### config.mk
export PLATFORM = sky130hd
export DESIGN_NAME = adder_4bit
export DESIGN_NICKNAME = d
export VERILOG_FILES = /design/src/rtl/arith_pkg.sv /design/src/rtl/cla_group4.sv /design/src/rtl/adder_4bit.sv
export SDC_FILE = /design/constraint.sdc
export NUM_CORES = 1
export LEC_CHECK = 0
export BUFFER_PORTS_ARGS = -buffer_cell sky130_fd_sc_hd__buf_2
export CAP_MARGIN = 20
export CORE_AREA = 2 2 39 41
export DETAILED_ROUTE_END_ITERATION = 8
export DIE_AREA = 0 0 41 43
export HOLD_SLACK_MARGIN = 0.15
export PLACE_DENSITY = 0.5
export SETUP_SLACK_MARGIN = 0.05
export SYNTH_ARGS = -nofsm -noshare
export SYNTH_HDL_FRONTEND = slang
export SYNTH_SLANG_ARGS = --single-unit
### constraint.sdc
create_clock -name clk -period 2.2 [get_ports clk]
set_input_delay 0.11 -clock clk [delete_from_list [all_inputs] [get_ports clk]]
set_output_delay 0.11 -clock clk [all_outputs]
set_load 0.1 [all_outputs]
### src/rtl/arith_pkg.sv
// Shared arithmetic constants and elaboration-time helpers for the
// carry-lookahead adder family.
package arith_pkg;

   localparam int CLA_GROUP = 4;

   // Legal widths are whole numbers of lookahead groups.
   function automatic bit check_width(input int width);
      return (width >= CLA_GROUP) && ((width % CLA_GROUP) == 0);
   endfunction

endpackage

### src/rtl/cla_group4.sv
// 4-bit carry-lookahead group: flat lookahead for the internal carries,
// plus group propagate/generate for the next lookahead level.
module cla_group4
   import arith_pkg::*;
(
   input  logic [3:0] a,
   input  logic [3:0] b,
   input  logic       cin,
   output logic [3:0] s,
   output logic       cout,
   output logic       p_grp,
   output logic       g_grp
);

   logic [3:0] w_p;
   logic [3:0] w_g;
   logic [3:0] w_c;

   assign w_p = a ^ b;
   assign w_g = a & b;

   // Each carry is a two-level sum of products, so no ripple inside the group.
   assign w_c[0] = cin;
   assign w_c[1] = w_g[0] | (w_p[0] & cin);
   assign w_c[2] = w_g[1] | (w_p[1] & w_g[0]) | (w_p[1] & w_p[0] & cin);
   assign w_c[3] = w_g[2] | (w_p[2] & w_g[1]) | (w_p[2] & w_p[1] & w_g[0])
                 | (w_p[2] & w_p[1] & w_p[0] & cin);

   assign p_grp = &w_p;
   assign g_grp = w_g[3] | (w_p[3] & w_g[2]) | (w_p[3] & w_p[2] & w_g[1])
                | (w_p[3] & w_p[2] & w_p[1] & w_g[0]);

   assign cout = g_grp | (p_grp & cin);
   assign s    = w_p ^ w_c;

endmodule

### src/rtl/adder_4bit.sv
// Unsigned adder {carry, sum} = dataA + dataB built from 4-bit lookahead
// groups, with an optional output register stage and a valid flag.
module adder_4bit
   import arith_pkg::*;
#(
   parameter int WIDTH   = 4,
   parameter int OUT_REG = 1
) (
   input  logic             clk,
   input  logic             rst,
   input  logic [WIDTH-1:0] dataA,
   input  logic [WIDTH-1:0] dataB,
   input  logic             in_valid,
   output logic [WIDTH-1:0] sum,
   output logic             carry,
   output logic             out_valid
);

   localparam int N_GRP = WIDTH / CLA_GROUP;

   generate
      if (!check_width(WIDTH)) begin : g_bad_width
         $error("adder_4bit: WIDTH must be a positive multiple of 4");
      end
   endgenerate

   logic [WIDTH-1:0] w_sum;
   logic [N_GRP:0]   w_carry;
   logic [N_GRP-1:0] w_gp;
   logic [N_GRP-1:0] w_gg;
   logic [N_GRP-1:0] w_cout;
   logic             w_unused;

   assign w_carry[0] = 1'b0;

   // Inter-group carries come from group P/G, so the per-group cout is
   // redundant here; it only feeds the unused sink below.
   genvar gi;
   generate
      for (gi = 0; gi < N_GRP; gi++) begin : g_grp
         cla_group4 u_grp (
            .a     (dataA[gi*CLA_GROUP +: CLA_GROUP]),
            .b     (dataB[gi*CLA_GROUP +: CLA_GROUP]),
            .cin   (w_carry[gi]),
            .s     (w_sum[gi*CLA_GROUP +: CLA_GROUP]),
            .cout  (w_cout[gi]),
            .p_grp (w_gp[gi]),
            .g_grp (w_gg[gi])
         );
         assign w_carry[gi+1] = w_gg[gi] | (w_gp[gi] & w_carry[gi]);
      end
   endgenerate

   assign w_unused = ^{w_cout, clk, rst};

   generate
      if (OUT_REG != 0) begin : g_reg
         logic [WIDTH-1:0] r_sum;
         logic             r_carry;
         logic             r_valid;

         // Reset wins over in_valid; results only update on a valid pair.
         always_ff @(posedge clk) begin
            if (rst) begin
               r_sum   <= '0;
               r_carry <= 1'b0;
               r_valid <= 1'b0;
            end else begin
               r_valid <= in_valid;
               if (in_valid) begin
                  r_sum   <= w_sum;
                  r_carry <= w_carry[N_GRP];
               end
            end
         end

         assign sum       = r_sum;
         assign carry     = r_carry;
         assign out_valid = r_valid;
      end else begin : g_comb
         assign sum       = w_sum;
         assign carry     = w_carry[N_GRP];
         assign out_valid = in_valid;
      end
   endgenerate

endmodule

# [After elaboration in Yosys (flattened, before gate mapping)]
# Index checks and enable logic that the tools add are counted.
[word_totals] register_bits=6 inputBits=11 output_inout_bits=6 wordCells=21
[op_classes] bitwise_logic=18
[ops] cell="1-bit bitwise AND" count=9
[ops] cell="4-bit XOR" count=2
[ops] cell="1-bit bitwise OR" count=6
[ops] cell="4-bit bitwise AND" count=1

# [Depth between registers and ports, before layout]
[depth] depth_word=5 ltp_mapped=6 ltp_nobuf=6

# [By module]
# A second synthesis with hierarchy kept.
[hier_totals] cells_unflattened=41 area_unflattened_um2=404.1
[by_module_without_submodules] mod="adder_4bit" instances=1 cells_per_inst=19 area_per_inst_um2=210.2 seq_area_each_um2=120.1
[by_module_without_submodules] mod="cla_group4" instances=1 cells_per_inst=22 area_per_inst_um2=193.9 seq_area_each_um2=0.0

# [Least setup slack after synthesis]
# Ideal clock, no wire load.
[synth_timing] path_type="register to register" startpoint="register, netlist name sum[3]" endpoint="register g_reg.r_sum[3], in the netlist sum[3]" setup_time_ns=0.095 arrival_time_ns=1.267 required_time_ns=2.105 setup_slack_ns=0.837 stages_incl_launch_ff=3 n_path_buf=0 cell_sequence="dfxtp_1 > inv_1 > o311ai_1"
[synth_rtl] item="to (signal assigned)" line_no="adder_4bit.sv:71" text="r_sum <= w_sum;"
[synth_rtl] item="to (decl)" line_no="adder_4bit.sv:58" text="logic [WIDTH-1:0] r_sum;"

==> impl_results.md <==
- Status: complete, no violations
- Final Non-Filler Cells: 70
- Setup Skew: 0 ns
- Die X: 41 um
- Total GRT Usage: 9.75%
- Starting density of the core: 24.3%
- Residual DRC count: 0
- Fraction of layout cells with a size suffix above 1: 37.0%
- Power Dens Cells: 748 nW/um2
- Pleak: 0.239 nW
- Flop pwr share: 35.2%
- Placed insts: 66
- Routed WL: 658 um
- Worst slack, placed: 0.820 ns
- Post-synth ARST share: 0%
- Yosys top cell by area: dfxtp_1
- Clock power share: 28.7%
- Setup TNS: 0 ns
- Setup violations, final: 0
- Register area share after synthesis: 35.7%
- Switching part of the total: 39.0%
- Yosys reg bits: 6
- Critical path data required time: 2.35 ns
- Max Slew Vio Count: 0
- Overall power: 0.347 mW
- Crit-path max FO: 8
- First-pass GRT wire length: 1120 um
- Vias in the first global route: 275
- Final period util: 57.3%
- Final Hold Slack: 0.215 ns
- Fillers: 154
- Top-count cell post-synth: dfxtp_1
- IO buf count: 16
- NetSw: 0.135 mW
- CTS Hold Bufs: 1
- Min-Delay Path Class: input port to flop
- # rows: 14
- Synthesized area: 337 um2
- Core area: 1380 um2
- Global route overflow: 0
- Crit. End Element: flop
- Mapped Nets: 51
- Fmax achieved: 793 MHz
- Die area: 1760 um2
- IO Count: 17
- H-tree lvl count: 1
- Clk buf depth: 2
- Number of antenna diodes: 0
- Worst VDD drop: 0.000160 V
- Combinational share of power: 36.1%
- Synth area leaders: dfxtp_1 (36%), ha_1 (15%), fa_1 (5.9%), mux2i_1 (5.9%), inv_1 (5.6%)
- Initial antenna violation count: 0
- ANT nets after route: 0
- Vias after detailed routing: 300
- Area of the multi-input gates: 193 um2
- Clk_lat worst skew: 0.24 ns
- Area grow syn2layout: 37.9%
- Initial DRC count: 3
- Critical Path AT: 1.41 ns
- Yosys warns: 0
- Die Ht: 43 um
- Post-CTS Repair Setup Buffers: 0
- Hold Vio Cnt, Final: 0
- Tmin final: 1.26 ns
- Storage cell area: 120 um2
- Synthesized area per cell: 9.62 um2
- Main synth FF type: dfxtp_1
- Drt pass-1 iters: 2
- Transition time of the tightest slew-check pin: 0.488 ns
- Top-area cell type share of the netlist area: 35.7%
- Worst-path clk slew: 0.04 ns
- Clock Sinks: 6
- WS Path Type: input port to flop
- Synth top cells by count: dfxtp_1 (6), inv_1 (5), ha_1 (4), nor2_1 (4)
- Nets@finish: 72
- Max-cap viol count: 0
- Int Power: 0.212 mW
- Worst rel slew slack: 67.7%
- CP startpoint kind: input port
- CTS buffer count: 3
- Synth Instances: 35
- RePlAce Congestion: 0.602
- Largest net degree at the start of global routing: 11
- TritonCTS clock tree: done
- Unrepaired setup endpoints after global routing: false
- Post-synth cell types: 18
- WL/cell: 9.40 um
- Root buffer cell: clkbuf_4
- Vias/cell: 4.29
- Final WS setup: 0.940 ns
- Post-synth EDFFs: 0
- # resized after CTS: 0
[worst max-delay path: stages]
cell and delay, ns:
dlygate4sd3_1 0.53, buf_2 0.17, or4_1 0.52, o311ai_1 0.08
[state kept, by name (all words and copies together) (netlist names)]
| register | flops |
|---|---|
| sum | 4 |
| carry | 1 |
| out_valid | 1 |
[cell usage in the layout (no fill, tap or decap)]
cell type,n
inv_1,5
xnor2_1,1
o311ai_1,1
nor2b_1,1
a311oi_1,1
or4_1,1
a211oi_1,1
ha_1,4
mux2i_1,2
buf_2,16
nor3b_1,1
fa_1,1
o21ai_0,2
and3_4,1
clkbuf_4,3
nor2_1,4
dlygate4sd3_1,1
dfxtp_1,6
a21o_1,1
nand2_1,1
[power groups by stage]
stage,registers [mW],logic [mW],clock network [mW]
2_1_floorplan,0.191,0.0326,0
3_3_place_gp,0.124,0.125,0
3_5_place_dp,0.124,0.125,0
4_1_cts,0.122,0.127,0.105
5_1_grt,0.124,0.137,0.110
6_report,0.122,0.126,0.0996
[cells by family after synthesis]
kind of cell | Yosys count | share of synthesized area [%]
AND/OR/NAND/NOR | 9 | 15.2
AO/OA/AOI/OAI | 6 | 12.6
buffers and inverters | 6 | 7.06
flip-flops | 6 | 35.7
adder cells (fa/ha/maj) | 5 | 20.8
multiplexers | 2 | 5.95
XOR/XNOR | 1 | 2.60
[metrics by stage]
stage / util (%) / cell area, um2
floorplan: - / 337
global placement: 31.2 / 432
detailed placement: 31.2 / 432
CTS: 33.5 / 464
global route: 33.5 / 464
finish: 33.5 / 464
[layer usage]
metal | share of wire (%) | vias to the layer above | wire length [um] | GRT usage, %
met2 | 45 | 11 | 299 | 12.2
met3 | 8.4 | 0 | 55 | 1.57
li1 | - | 159 | - | -
met5 | 0 | - | 0 | 0
met1 | 46 | 130 | 303 | 12.9
met4 | 0 | 0 | 0 | 10.0
[final cells by class]
type                            count  area share [%]
Sequential cell                     6            25.9
Clock buffer                        3            4.85
Tap cell                           16            4.31
Inverter                            5            4.04
Multi-Input combinational cell     23            41.5
Timing Repair Buffer               17            19.4
[path summary, 6_finish.rpt]
path	from	endpoint	depth (start not counted)	slack, ns
setup / recovery	rst	sum[3]	4	0.94
hold / removal	in_valid	sum[1]	2	0.21
setup reg to reg	sum[3]	sum[3]	2	1.51
hold reg to reg	sum[1]	sum[1]	2	0.48
No activity file was read; power rests on OpenSTA's default activity.
